==> src/rtl/core_sequencer_if.sv <==
// Host / MC / processing-unit bus for core_sequencer.
// The sequencer sits on the slave side; the environment drives the master side.
interface core_sequencer_if #(
  parameter int INST_W = 3,
  parameter int LEN_W  = 6
);
  // host command channel
  logic              ctrl_valid_inst;
  logic              ctrl_valid_data;
  logic [INST_W-1:0] ctrl_instruction;
  logic [LEN_W-1:0]  ctrl_data_in_size;
  logic              ctrl_ready;
  // MC / processing-unit handshakes
  logic              mc_done;
  logic              mc_data_done;
  logic              procc_done;
  logic [2:0]        ctrl_data_contition;
  logic [LEN_W-1:0]  mc_data_length;
  logic [INST_W-1:0] procc_instruction;
  logic              procc_start;
  // status
  logic              job_done;
  logic [7:0]        pass_count;
  logic              ctrl_busy;
  logic              ctrl_error;
  logic              ctrl_err_clr;

  modport master (
    output ctrl_valid_inst, ctrl_valid_data, ctrl_instruction, ctrl_data_in_size,
    output mc_done, mc_data_done, procc_done, ctrl_err_clr,
    input  ctrl_ready, ctrl_data_contition, mc_data_length, procc_instruction,
    input  procc_start, job_done, pass_count, ctrl_busy, ctrl_error
  );

  modport slave (
    input  ctrl_valid_inst, ctrl_valid_data, ctrl_instruction, ctrl_data_in_size,
    input  mc_done, mc_data_done, procc_done, ctrl_err_clr,
    output ctrl_ready, ctrl_data_contition, mc_data_length, procc_instruction,
    output procc_start, job_done, pass_count, ctrl_busy, ctrl_error
  );
endinterface

==> src/rtl/core_sequencer.sv <==
// Core sequencer: buffers {instruction, size} commands in a small FIFO and
// steps each job through MC store, transfer and processing phases, with a
// per-phase watchdog that traps stalled handshakes into a sticky error.
module core_sequencer #(
  parameter int INST_W  = 3,
  parameter int LEN_W   = 6,
  parameter int QDEPTH  = 2,
  parameter int TIMEOUT = 255
) (
  input  logic            ctrl_clk,
  input  logic            ctrl_reset,
  core_sequencer_if.slave bus
);
  localparam int              PTR_W    = $clog2(QDEPTH);
  localparam logic [PTR_W:0]  Q_FULL   = QDEPTH[PTR_W:0];
  localparam logic [PTR_W:0]  CNT_ONE  = 1;
  localparam logic [PTR_W-1:0] PTR_ONE = 1;
  localparam logic [15:0]     WD_LAST  = 16'(TIMEOUT - 1);

  // MC data-condition encoding
  localparam logic [2:0] COND_NONE    = 3'b000;
  localparam logic [2:0] COND_IN2MEM  = 3'b100;
  localparam logic [2:0] COND_MEM2REG = 3'b010;
  localparam logic [2:0] COND_INREG   = 3'b001;

  typedef enum logic [2:0] {S_IDLE, S_STORE, S_TRANS, S_PROC, S_ERROR} state_e;
  typedef struct packed {
    logic [INST_W-1:0] inst;
    logic [LEN_W-1:0]  len;
  } cmd_t;

  state_e              state_q, state_d;
  cmd_t [QDEPTH-1:0]   mem_q, mem_d;
  logic [PTR_W-1:0]    wr_ptr_q, wr_ptr_d, rd_ptr_q, rd_ptr_d;
  logic [PTR_W:0]      count_q, count_d;
  logic [2:0]          cond_q, cond_d;
  logic [LEN_W-1:0]    len_q, len_d;
  logic [INST_W-1:0]   inst_q, inst_d;
  logic                start_q, start_d;
  logic                done_q, done_d;
  logic [7:0]          pass_q, pass_d;
  logic                err_q, err_d;
  logic [15:0]         wd_q, wd_d;

  logic full, empty, ready, push, pop, trap, wd_expired;
  cmd_t head;

  assign full       = (count_q == Q_FULL);
  assign empty      = (count_q == '0);
  assign ready      = !full && (state_q != S_ERROR);
  assign push       = bus.ctrl_valid_inst && bus.ctrl_valid_data && ready;
  assign head       = mem_q[rd_ptr_q];
  assign wd_expired = (wd_q == WD_LAST);

  assign bus.ctrl_ready          = ready;
  assign bus.ctrl_busy           = (state_q != S_IDLE);
  assign bus.ctrl_data_contition = cond_q;
  assign bus.mc_data_length      = len_q;
  assign bus.procc_instruction   = inst_q;
  assign bus.procc_start         = start_q;
  assign bus.job_done            = done_q;
  assign bus.pass_count          = pass_q;
  assign bus.ctrl_error          = err_q;

  // Next-state, job outputs, watchdog and command FIFO bookkeeping
  always_comb begin
    state_d  = state_q;
    mem_d    = mem_q;
    wr_ptr_d = wr_ptr_q;
    rd_ptr_d = rd_ptr_q;
    count_d  = count_q;
    cond_d   = cond_q;
    len_d    = len_q;
    inst_d   = inst_q;
    pass_d   = pass_q;
    err_d    = err_q;
    start_d  = 1'b0;
    done_d   = 1'b0;
    wd_d     = 16'd0;
    pop      = 1'b0;
    trap     = 1'b0;

    case (state_q)
      S_IDLE: begin
        if (!empty) begin
          pop    = 1'b1;
          len_d  = head.len;
          inst_d = head.inst;
          pass_d = 8'd0;
          // zero-length jobs complete without touching the MC
          if (head.len == '0) begin
            done_d = 1'b1;
          end else begin
            cond_d  = COND_IN2MEM;
            state_d = S_STORE;
          end
        end
      end
      S_STORE: begin
        if (bus.mc_done) begin
          cond_d  = COND_MEM2REG;
          state_d = S_TRANS;
        end else if (wd_expired) begin
          trap = 1'b1;
        end
      end
      S_TRANS: begin
        if (bus.mc_done) begin
          cond_d  = COND_INREG;
          start_d = 1'b1;
          pass_d  = pass_q + 8'd1;
          state_d = S_PROC;
        end else if (wd_expired) begin
          trap = 1'b1;
        end
      end
      S_PROC: begin
        // end-of-data takes priority over another processing pass
        if (bus.mc_data_done) begin
          cond_d  = COND_NONE;
          done_d  = 1'b1;
          state_d = S_IDLE;
        end else if (bus.procc_done) begin
          cond_d  = COND_MEM2REG;
          state_d = S_TRANS;
        end else if (wd_expired) begin
          trap = 1'b1;
        end
      end
      S_ERROR: begin
        if (bus.ctrl_err_clr) begin
          err_d   = 1'b0;
          state_d = S_IDLE;
        end
      end
      default: state_d = S_IDLE;
    endcase

    if (trap) begin
      state_d = S_ERROR;
      cond_d  = COND_NONE;
      err_d   = 1'b1;
    end

    // watchdog restarts on every state change
    if ((state_d == state_q) &&
        (state_q == S_STORE || state_q == S_TRANS || state_q == S_PROC))
      wd_d = wd_q + 16'd1;

    // an error trap discards everything queued, including a same-edge push
    if (trap) begin
      wr_ptr_d = '0;
      rd_ptr_d = '0;
      count_d  = '0;
    end else begin
      if (push) begin
        mem_d[wr_ptr_q] = {bus.ctrl_instruction, bus.ctrl_data_in_size};
        wr_ptr_d        = wr_ptr_q + PTR_ONE;
      end
      if (pop)
        rd_ptr_d = rd_ptr_q + PTR_ONE;
      case ({push, pop})
        2'b10:   count_d = count_q + CNT_ONE;
        2'b01:   count_d = count_q - CNT_ONE;
        default: count_d = count_q;
      endcase
    end
  end

  // State and output registers
  always_ff @(posedge ctrl_clk or posedge ctrl_reset) begin
    if (ctrl_reset) begin
      state_q  <= S_IDLE;
      mem_q    <= '0;
      wr_ptr_q <= '0;
      rd_ptr_q <= '0;
      count_q  <= '0;
      cond_q   <= COND_NONE;
      len_q    <= '0;
      inst_q   <= '0;
      start_q  <= 1'b0;
      done_q   <= 1'b0;
      pass_q   <= 8'd0;
      err_q    <= 1'b0;
      wd_q     <= 16'd0;
    end else begin
      state_q  <= state_d;
      mem_q    <= mem_d;
      wr_ptr_q <= wr_ptr_d;
      rd_ptr_q <= rd_ptr_d;
      count_q  <= count_d;
      cond_q   <= cond_d;
      len_q    <= len_d;
      inst_q   <= inst_d;
      start_q  <= start_d;
      done_q   <= done_d;
      pass_q   <= pass_d;
      err_q    <= err_d;
      wd_q     <= wd_d;
    end
  end
endmodule
==> src/flat_wrapper.sv <==
// flat-port wrapper written by rule: the top's interface ports become plain ports
module core_sequencer_flat 
#(
  parameter int INST_W  = 3,
  parameter int LEN_W   = 6,
  parameter int QDEPTH  = 2,
  parameter int TIMEOUT = 255
)
  (ctrl_clk, ctrl_reset, bus_ctrl_valid_inst, bus_ctrl_valid_data, bus_ctrl_instruction, bus_ctrl_data_in_size, bus_mc_done, bus_mc_data_done, bus_procc_done, bus_ctrl_err_clr, bus_ctrl_ready, bus_ctrl_data_contition, bus_mc_data_length, bus_procc_instruction, bus_procc_start, bus_job_done, bus_pass_count, bus_ctrl_busy, bus_ctrl_error);
  core_sequencer_if #(.INST_W(INST_W), .LEN_W(LEN_W)) bus_i ();
  input  logic ctrl_clk;
  input  logic ctrl_reset;
  input wire logic [$bits(bus_i.ctrl_valid_inst)-1:0] bus_ctrl_valid_inst;
  input wire logic [$bits(bus_i.ctrl_valid_data)-1:0] bus_ctrl_valid_data;
  input wire logic [$bits(bus_i.ctrl_instruction)-1:0] bus_ctrl_instruction;
  input wire logic [$bits(bus_i.ctrl_data_in_size)-1:0] bus_ctrl_data_in_size;
  input wire logic [$bits(bus_i.mc_done)-1:0] bus_mc_done;
  input wire logic [$bits(bus_i.mc_data_done)-1:0] bus_mc_data_done;
  input wire logic [$bits(bus_i.procc_done)-1:0] bus_procc_done;
  input wire logic [$bits(bus_i.ctrl_err_clr)-1:0] bus_ctrl_err_clr;
  output wire logic [$bits(bus_i.ctrl_ready)-1:0] bus_ctrl_ready;
  output wire logic [$bits(bus_i.ctrl_data_contition)-1:0] bus_ctrl_data_contition;
  output wire logic [$bits(bus_i.mc_data_length)-1:0] bus_mc_data_length;
  output wire logic [$bits(bus_i.procc_instruction)-1:0] bus_procc_instruction;
  output wire logic [$bits(bus_i.procc_start)-1:0] bus_procc_start;
  output wire logic [$bits(bus_i.job_done)-1:0] bus_job_done;
  output wire logic [$bits(bus_i.pass_count)-1:0] bus_pass_count;
  output wire logic [$bits(bus_i.ctrl_busy)-1:0] bus_ctrl_busy;
  output wire logic [$bits(bus_i.ctrl_error)-1:0] bus_ctrl_error;
  assign bus_i.ctrl_valid_inst = bus_ctrl_valid_inst;
  assign bus_i.ctrl_valid_data = bus_ctrl_valid_data;
  assign bus_i.ctrl_instruction = bus_ctrl_instruction;
  assign bus_i.ctrl_data_in_size = bus_ctrl_data_in_size;
  assign bus_i.mc_done = bus_mc_done;
  assign bus_i.mc_data_done = bus_mc_data_done;
  assign bus_i.procc_done = bus_procc_done;
  assign bus_i.ctrl_err_clr = bus_ctrl_err_clr;
  assign bus_ctrl_ready = bus_i.ctrl_ready;
  assign bus_ctrl_data_contition = bus_i.ctrl_data_contition;
  assign bus_mc_data_length = bus_i.mc_data_length;
  assign bus_procc_instruction = bus_i.procc_instruction;
  assign bus_procc_start = bus_i.procc_start;
  assign bus_job_done = bus_i.job_done;
  assign bus_pass_count = bus_i.pass_count;
  assign bus_ctrl_busy = bus_i.ctrl_busy;
  assign bus_ctrl_error = bus_i.ctrl_error;
  core_sequencer #(.INST_W(INST_W), .LEN_W(LEN_W), .QDEPTH(QDEPTH), .TIMEOUT(TIMEOUT)) u_core (.ctrl_clk(ctrl_clk), .ctrl_reset(ctrl_reset), .bus(bus_i));
endmodule
==> config.mk <==
export PLATFORM = sky130hd
export DESIGN_NAME = core_sequencer_flat
export DESIGN_NICKNAME = d
export VERILOG_FILES = /design/src/rtl/core_sequencer_if.sv /design/src/rtl/core_sequencer.sv /design/src/flat_wrapper.sv
export SDC_FILE = /design/constraint.sdc
export NUM_CORES = 1
export LEC_CHECK = 0
export ABC_CLOCK_PERIOD_IN_PS = 6000
export BUFFER_PORTS_ARGS = -buffer_cell sky130_fd_sc_hd__buf_2
export CORE_ASPECT_RATIO = 0.9
export CORE_MARGIN = 1
export CORE_UTILIZATION = 40
export DETAILED_ROUTE_END_ITERATION = 12
export PLACE_DENSITY = 0.63
export SYNTH_ARGS = -nofsm -noshare
export SYNTH_HDL_FRONTEND = slang
export SYNTH_SLANG_ARGS = --single-unit
==> constraint.sdc <==
create_clock -name ctrl_clk -period 6 [get_ports ctrl_clk]
set_clock_uncertainty 0.15 [all_clocks]
set_input_delay 0.3 -clock ctrl_clk [delete_from_list [all_inputs] [get_ports ctrl_clk]]
set_output_delay 0.3 -clock ctrl_clk [all_outputs]
set_load 0.02 [all_outputs]
==> results.cfg, run 1 <==
[setup_path]
cp_max_fo = 16
setup.worst_path.end_class = register
critPathTopFamily = multiplexers
critical_path.slowest_cell = mux2i_2
arrival_ns = 3.49
crit_cells = 5
cp_num_buf_inv = 0
critPathMaxStageDelay_ns = 0.99
r2r_cells = 5
crit_path_start_kind = register
cp.required_ns = 6.01
crit_chain = or4b_1, o22a_1, a211oi_4, mux2i_2, nor3_1
worstSetupPathType = reg -> reg

[global_route]
globalRouteOverflowTotal = 0
busiest_layer = met2
antenna_found_initial = 0
grt_pass1_vias = 2132
grtUsageMet3_pct = 3.33
grt_use_met1_pct = 23.5
groute.layer.met2.usage_pct = 24.8
grt_pass1_wl_um = 10500
grt_util_all_layers_pct = 16.8
grt_start_max_net_pins = 65

[logic_synthesis]
avgSynthCellArea_sq_um = 10.9
ys_top_cells_by_area = dfrtp_1, mux2_2, mux2i_1
ys_ff_latch = 64
synth_adder_area_share_pct = 1.57
syn_area_sq_mm = 0.00318
yosys_warnings = 0
yosys.area.top_type = dfrtp_1
synth_xor_xnor_area_share_pct = 6.06
ys_types = 50
synthesis.nets = 312
yosysMostFrequentCell = dfrtp_1
synthMuxAreaShare_pct = 12.2
synth_simple_gate_area_share_pct = 17.5
syn_inst = 291
async_flop_share_pct = 100
synth_top_family_by_area = simple AND/OR/NAND/NOR gates
synth_compound_area_share_pct = 9.37
synth-seq-area-share_pct = 50.4
post_synth_most_frequent_cells = dfrtp_1, nand2_1, nor2_1, mux2_2, mux2i_1
synth_top_area_share_pct = 50.4
synth_flop_cell = dfrtp_1
synth_enable_flop_cells = 0

[sta]
hold_ws_ns = 0.0452
rsz0062_at_grt = false
slew_headroom_pct = 22.5
slew_viol_final = 0
final-hold-violation-count = 0
tightestPinTransition_ns = 1.14
finalCritPeriodShare_pct = 58.0
setup_ws_ns = 2.52
setup_violations = 0
maxClockFrequency_mhz = 287
min_period_ns = 3.48
setup_tns_ns = 0

[final_layout]
drive_above_1_share_pct = 28.3
syn2layout_area_growth_pct = 15.0
fin_nets = 352
diodes = 0

[floorplanning]
dieWidth_um = 96.0
die_area_sq_mm = 0.00831
initial_utilization_pct = 41.7
die_h_um = 86.6
num_rows = 30
core_area_sq_mm = 0.00762
top_level_ports = 42

[detailed_routing]
drt_iter0_drc = 69
wirelength_um = 6150
vias_per_cell = 5.15
route.detailed.drc = 0
ant_nets = 0
wl_per_cell_um = 14.2
dr.pass1.iters = 4
vias = 2223

[placed_design]
dpl_worst_slack_ns = 2.51
gp_congestion = 0.777
io_buffers = 41
hpwl_um = 4300

[power]
peakVddDrop_mv = 0.189
p_leak_nw = 1.70
powerDensity_mw_per_mm2 = 476

[clock_network]
cts_setup_buffers = 0
clock-sinks = 64
cts_tree = built
cts-buffers-inserted = 9
cts.path.max_buffers = 2
insertion_delay_ns = 0.33
hold_buffers = 0
cts_max_level = 3
ctsResizeCount = 0
clk_root_buffer_cell = clkbuf_8
cts.clk_slew.worst_paths_ns = 0.07

[worst_hold_path]
holdCritPathClass = in -> async

[outcome]
outcome = finished, final reports clean

[run]
max-cap-violations = 0
-- metrics by stage --
step	util (%)	instance area, sq um	cells	total power, mW
after floorplan	-	3180	291	1.23
after global placement	45.3	3450	416	1.36
after detailed placement	45.3	3450	416	1.38
after CTS	48.0	3660	432	1.76
after global routing	48.0	3660	432	1.87
final	48.0	3660	432	1.74
-- power breakdown --
part | total [mW] | internal [mW] | switching, mW | leakage (nW)
clock | 0.376 | 0.204 | 0.171 | 0.0989
combinational | 0.656 | 0.287 | 0.369 | 0.781
sequential | 0.707 | 0.572 | 0.135 | 0.822
total | 1.74 | 1.06 | 0.676 | 1.70
-- worst register-to-register path, cell delays in order (launching register included) --
cell and delay, ns:
dfrtp_1 0.77, or4b_1 0.53, o22a_1 0.25, a211oi_4 0.45, mux2i_2 0.99, nor3_1 0.16
-- metal layers --
metal | part of all wire, % | vias up
met4 | 1.8 | 0
met3 | 3.8 | 7
met1 | 50 | 1051
li1 | - | 1118
met5 | 0 | -
met2 | 44 | 47
-- worst paths after layout --
kind	from	end	slack (ns)
hold reg to reg	u_core.bus.pass_count[7]	u_core.bus.pass_count[7]	0.32
min in group ctrl_clk	bus_ctrl_instruction[2]	u_core.mem_q[8]	0.06
max in group asynchronous	ctrl_reset	u_core.wd_q[12]	5.13
setup reg to reg	u_core.rd_ptr_q	u_core.wd_q[4]	2.52
setup / recovery	u_core.rd_ptr_q	u_core.wd_q[4]	2.52
hold / removal	ctrl_reset	u_core.mem_q[16]	0.05
-- area by class of cell --
type                    count  area (sq um)
clock buffers              10           138
clock inverters             6          67.6
fillers                   737          3960
inverters                   7          26.3
multi-input cells         206          1480
flip-flops and latches     64          1600
well taps                  96           120
repair buffers             43           220
-- cells in the final DEF (no fill, tap or decap), types with 2 or more instances in the layout --
master and n:
nand3_1 10, nor3_2 10, nor2_1 20, clkbuf_8 10
o21ai_0 13, a21o_1 4, xor2_1 14, o211ai_1 5
o22ai_1 2, ha_1 4, dfrtp_1 64, nor2b_1 3
and2_1 2, nor4_1 2, clkinvlp_4 2, nand2_1 24
a211oi_1 2, nand4_1 5, xnor2_1 8, buf_4 2
nor3_1 10, a21oi_1 7, buf_2 41, mux2i_1 16
mux2_2 19, inv_1 5, o211a_1 2, and4_1 2
or3_1 3, inv_2 2
-- sequential cells by signal (all words and copies together), names as in the netlist --
signal and cells:
u_core.bus.ctrl_data_contition 3, u_core.bus.ctrl_error 1, u_core.bus.job_done 1, u_core.bus.mc_data_length 6
u_core.bus.pass_count 8, u_core.bus.procc_instruction 3, u_core.bus.procc_start 1, u_core.count_q 2
u_core.mem_q 18, u_core.rd_ptr_q 1, u_core.state_q 3, u_core.wd_q 16
u_core.wr_ptr_q 1
-- kinds of logic (layout without fill, tap and decap cells) --
kind of cell    Yosys count  after routing
buf+inv                  21             66
fa+ha+maj                 4              4
mux                      36             36
xor+xnor                 22             22
flops                    64             64
simple gates            101            101
compound gates           43             43
Power figures use the tool's default switching activity.
==> run 2, diff against run 1 <==
Settings changed: ABC_AREA set to 1, ABC_CLOCK_PERIOD_IN_PS 6000 to 3350.
Clock period 6 ns to 3.35 ns, I/O delays scaled along.
==> run 2 against run 1 <==
  * Highest routed layer unchanged
  * Sequential power rose by 67%
  * Count of clock-buffer cells in the layout did not move
  * Setup slack got worse by 1.6 ns
==> results.cfg, run 2 <==
[power]
switchingPower_mw = 1.22
powerDensity_mw_per_mm2 = 776
swShare_pct = 40.1
peakVddDrop_mv = 0.221
p_leak_nw = 2.02
p_int_mw = 1.82
p_comb_share_pct = 37.1
seq_power_share_pct = 38.8
p_clk_share_pct = 24.1

[floorplanning]
die_area_sq_mm = 0.00859
initial_utilization_pct = 42.5
core_area_sq_mm = 0.00773
top_level_ports = 42
dieWidth_um = 97.6
die_h_um = 88.0
num_rows = 30

[sta]
setup_violations = 0
final-hold-violation-count = 0
min_period_ns = 2.46
slew_headroom_pct = 44.7
finalCritPeriodShare_pct = 73.4
hold_ws_ns = 0.0205
rsz0062_at_grt = false
setup_tns_ns = 0
maxClockFrequency_mhz = 407
tightestPinTransition_ns = 0.829
slew_viol_final = 0

[clock_network]
cts.clk_slew.worst_paths_ns = 0.07
clk_root_buffer_cell = clkbuf_8
cts.path.max_buffers = 2
cts_tree = built
insertion_delay_ns = 0.34
cts-buffers-inserted = 9
ctsResizeCount = 0
clock-sinks = 64
cts_max_level = 3
cts_setup_buffers = 0

[placed_design]
gp_congestion = 0.836
io_buffers = 41
dpl.cell_count = 536
hpwl_um = 4950

[setup_path]
worstSetupPathType = reg -> reg
critPathTopFamily = compound AO/OA/AOI/OAI gates
crit_chain = o21ai_2, inv_1, ha_1, a21oi_1, o21ai_0, xor2_1, nor2_1
crit_path_start_kind = register
critPathMaxStageDelay_ns = 0.70
cp.required_ns = 3.47
arrival_ns = 2.58
rrSetupSlack_ns = 0.89
critical_path.slowest_cell = o21ai_2
cp_num_buf_inv = 1
cp_max_fo = 23
setup.worst_path.end_class = register
regToRegStartpoint = u_core.count_q[1]
r2r_cells = 7
timing.rr.end = u_core.count_q[1]

[logic_synthesis]
syn_area_sq_mm = 0.00329
avgSynthCellArea_sq_um = 8.14
syn_inst = 404
async_flop_share_pct = 100
synth_compound_area_share_pct = 9.70
yosys.area.top_type = dfrtp_1
synth_top_area_share_pct = 48.7
synthesis.nets = 425
synth-seq-area-share_pct = 48.7
ys_types = 34
yosys_warnings = 0
synth_top_family_by_area = simple AND/OR/NAND/NOR gates
synth_enable_flop_cells = 0
yosysMostFrequentCell = nand2_1
synth_simple_gate_area_share_pct = 30.5
synth_adder_area_share_pct = 1.52
ys_top_cells_by_area = dfrtp_1, nand2_1, inv_1
post_synth_most_frequent_cells = nand2_1, dfrtp_1, inv_1, nor2_1, nand3_1
synthMuxAreaShare_pct = 0
ys_ff_latch = 64
synth_xor_xnor_area_share_pct = 1.86
synth_flop_cell = dfrtp_1

[global_route]
grt_util_all_layers_pct = 17.8
antenna_found_initial = 0
globalRouteOverflowTotal = 0
groute.layer.met2.usage_pct = 28.9
busiest_layer = met2
grt_start_max_net_pins = 36
grt_use_met1_pct = 23.3
grt_pass1_vias = 2623
grt_pass1_wl_um = 12100
grtUsageMet3_pct = 6.07

[detailed_routing]
route.detailed.drc = 0
wirelength_um = 6930
drt_iter0_drc = 118
wl_per_cell_um = 12.3
vias_per_cell = 4.89
vias = 2755
ant_nets = 0
dr.pass1.iters = 4

[final_layout]
utilization_pct = 50.8
largest_register_ffs = 18
final_cells = 563
fin_nets = 484
syn2layout_area_growth_pct = 19.4
diodes = 0
drive_above_1_share_pct = 20.8
final_common_cell = nand2_1
regMostFlops = u_core.mem_q
final_cell_mix = nand2_1, dfrtp_1, inv_1, nor2_1, buf_2

[worst_hold_path]
holdCritPathClass = in -> reg
whs_endpoint = u_core.bus.procc_start
holdPathStages = 3
min_from = bus_mc_done

[run]
max-cap-violations = 0

[outcome]
outcome = finished, final reports clean
run 2: changes by cell type after synthesis, sizes merged, moves of 13 or more:
cell | previous run | this run
mux2 | 19 | 0
mux2i | 17 | 0
inv | 7 | 55
nor2 | 20 | 49
nor3 | 20 | 7
nand2 | 24 | 126
run 2: final cells by class:
cell class	instances	area, sq um
Clock buffer	10	138
Clock inverter	5	81.3
Fill cell	763	3810
Inverter	58	218
Multi-Input combinational cell	276	1440
Sequential cell	64	1600
Tap cell	96	120
Timing Repair Buffer	54	333
run 2: how the worst max path moves through the flow:
stage | depth (start not counted) | endpoint | startpoint
6_report | 7 | u_core.count_q[1] | u_core.count_q[1]
5_1_grt | 7 | u_core.count_q[1] | u_core.count_q[1]
4_1_cts | 7 | u_core.count_q[1] | u_core.count_q[1]
3_5_place_dp | 7 | u_core.count_q[1] | u_core.count_q[1]
3_3_place_gp | 7 | u_core.count_q[1] | u_core.count_q[1]
2_1_floorplan | 10 | u_core.count_q[1] | u_core.state_q[1]
run 2: metrics by stage:
step | area (sq um) | power (mW) | setup WS, ns
CTS | 3930 | 3.08 | 0.839
finish | 3930 | 3.05 | 0.890
global placement | 3590 | 2.29 | 0.889
floorplan | 3290 | 2.03 | 1.39
global route | 3930 | 3.29 | 0.525
detailed placement | 3590 | 2.33 | 0.855
run 2: worst reg2reg max path: stages, from the launching register on:
cell and delay (ns):
dfrtp_1 0.47, o21ai_2 0.70, inv_1 0.23, ha_1 0.37, a21oi_1 0.11, o21ai_0 0.10, xor2_1 0.15, nor2_1 0.11
run 2: power groups by stage:
stage               clock network, mW  registers (mW)  logic (mW)
CTS                             0.753            1.18        1.14
finish                          0.735            1.18        1.13
global placement                    0            1.19        1.11
global route                    0.784            1.22        1.29
floorplan                           0            1.25       0.779
detailed placement                  0            1.20        1.13
run 2: kinds of logic after synthesis:
| family | count (synthesis) |
|---|---|
| AO/OA/AOI/OAI | 47 |
| XOR/XNOR | 7 |
| adder cells (fa/ha/maj) | 4 |
| buffers and inverters | 64 |
| flip-flops | 64 |
| AND/OR/NAND/NOR | 218 |
run 2: metal layers:
metal  part of all wire, %  routed length (um)
met1                    47                3280
met2                    47                3230
met3                   5.2                 362
met4                  0.85                  59
met5                     0                   0
run 2: timing repair:
action                     4_1_cts  5_1_grt
setup endpoints to repair        0        0
hold buffers                    12        0
hold endpoints to repair        55        0
==> run 3, diff against run 2 <==
Settings changed: ABC_CLOCK_PERIOD_IN_PS 3350 to 2600.
Clock period 3.35 ns to 2.6 ns, I/O delays scaled along.
==> run 3 against run 2 <==
  * Register-to-register slack lost 0.29 ns
  * Non-clock buffer count rose by 2
  * Sequential power up 29%
  * Die area did not move
  * Critical path depth increased by 3
  * Wire length is 3.3% lower
  * Setup slack worse by 0.29 ns
  * Clock power up 31%
  * Critical endpoint unchanged
==> results.cfg, run 3 (synthesized netlist as in run 2, its figures left out) <==
[outcome]
outcome = finished, final reports clean

[global_route]
globalRouteOverflowTotal = 0
grt_pass1_wl_um = 11600
grt_util_all_layers_pct = 17.0
grt_pass1_vias = 2496
grt_start_max_net_pins = 34
antenna_found_initial = 0

[sta]
tightestPinTransition_ns = 0.697
final-hold-violation-count = 0
setup_violations = 0
rsz0062_at_grt = false
finalCritPeriodShare_pct = 76.8
slew_headroom_pct = 53.5
min_period_ns = 2.00
slew_viol_final = 0
maxClockFrequency_mhz = 501
setup_ws_ns = 0.602
setup_tns_ns = 0

[clock_network]
cts_setup_buffers = 0
ctsResizeCount = 0
cts_tree = built
cts.clk_slew.worst_paths_ns = 0.08
clk_root_buffer_cell = clkbuf_8
insertion_delay_ns = 0.34
cts-buffers-inserted = 9
clock-sinks = 64
cts.path.max_buffers = 2
cts_max_level = 3

[detailed_routing]
wl_per_cell_um = 11.8
drt_iter0_drc = 98
route.detailed.drc = 0
ant_nets = 0
vias = 2679
wirelength_um = 6700
vias_per_cell = 4.73
dr.pass1.iters = 4

[placed_design]
dpl_worst_slack_ns = 0.613
gp_congestion = 0.848
io_buffers = 41
dpl.cell_count = 537
hpwl_um = 4820

[floorplanning]
top_level_ports = 42
num_rows = 30
die_h_um = 88.0
core_area_sq_mm = 0.00773
initial_utilization_pct = 42.5
dieWidth_um = 97.6
die_area_sq_mm = 0.00859

[setup_path]
critical_path.slowest_cell = dfrtp_1
regToRegStartpoint = u_core.state_q[0]
critPathMaxStageDelay_ns = 0.41
crit_chain = inv_2, nand2_2, nor2_2, o21ai_2, inv_1, ha_1, a21oi_1, o21ai_0, xor2_1, nor2_1
crit_path_start_kind = register
cp_max_fo = 5
worstSetupPathType = reg -> reg
setup.worst_path.start = u_core.state_q[0]
arrival_ns = 2.12
cp.required_ns = 2.73
setup.worst_path.end_class = register

[final_layout]
regMostFlops = u_core.mem_q
syn2layout_area_growth_pct = 20.5
fin_nets = 486
utilization_pct = 51.3
largest_register_ffs = 18
diodes = 0
final_cells = 566
drive_above_1_share_pct = 21.1
final_common_cell = nand2_1
final_cell_mix = nand2_1, dfrtp_1, inv_1, nor2_1, buf_2

[power]
powerDensity_mw_per_mm2 = 994
p_leak_nw = 2.03
peakVddDrop_mv = 0.328

[worst_hold_path]
holdCritPathClass = in -> reg
min_from = bus_procc_done

[run]
max-cap-violations = 0
## run 3: per-layer routing
layer  track usage, %  vias to the layer above  wire [um]
met1             22.7                     1226       3340
met2             26.8                       44       3030
met4             4.68                        0         60
met3             5.75                        5        270
met5                0                        -          0
li1                 -                     1404          -
## run 3: what timing repair did
item                                    in CTS  in global routing
endpoints found under the setup margin       0                  0
hold endpoints to repair                    54                  0
hold buffers                                13                  0
## run 3: worst max-delay path, delay by kind of cell, from the launching register on
family          cells  cell delay (ns)
flops               1             0.41
simple gates        3             0.39
compound gates      3             0.30
fa+ha+maj           1             0.27
buf+inv             2             0.26
xor+xnor            1             0.15
## run 3: path summary, 6_finish.rpt
check | cells after the start | to | slack, ns
worst max-delay path | 10 | u_core.count_q[1] | 0.60
worst min-delay path | 6 | u_core.state_q[0] | 0.06
worst max register to register | 10 | u_core.count_q[1] | 0.60
worst min register to register | 2 | u_core.mem_q[0] | 0.32
max in group asynchronous | 4 | u_core.wr_ptr_q | 1.39
min in group asynchronous | 3 | u_core.wd_q[13] | 0.30
## run 3: metrics by stage
| step | total power [mW] | cell area [sq um] | hold slack (ns) |
|---|---|---|---|
| 6_report | 3.94 | 3960 | 0.0562 |
| 5_1_grt | 4.26 | 3960 | 0.0482 |
| 4_1_cts | 3.99 | 3960 | 0.0415 |
| 3_5_place_dp | 2.99 | 3610 | 0.141 |
| 3_3_place_gp | 2.97 | 3610 | 0.142 |
| 2_1_floorplan | 2.61 | 3290 | 0.0769 |
## run 3: area by class of cell
cell class	instances	area, sq um
clock inverters	7	103
well taps	96	120
fillers	745	3770
flip-flops and latches	64	1600
repair buffers	56	363
clock buffers	9	124
multi-input cells	276	1440
inverters	58	218
## run 3: power by group
group | leakage (nW) | switching [mW] | internal (mW)
clock network | 0.110 | 0.417 | 0.549
logic | 1.08 | 0.947 | 0.511
registers | 0.837 | 0.224 | 1.29
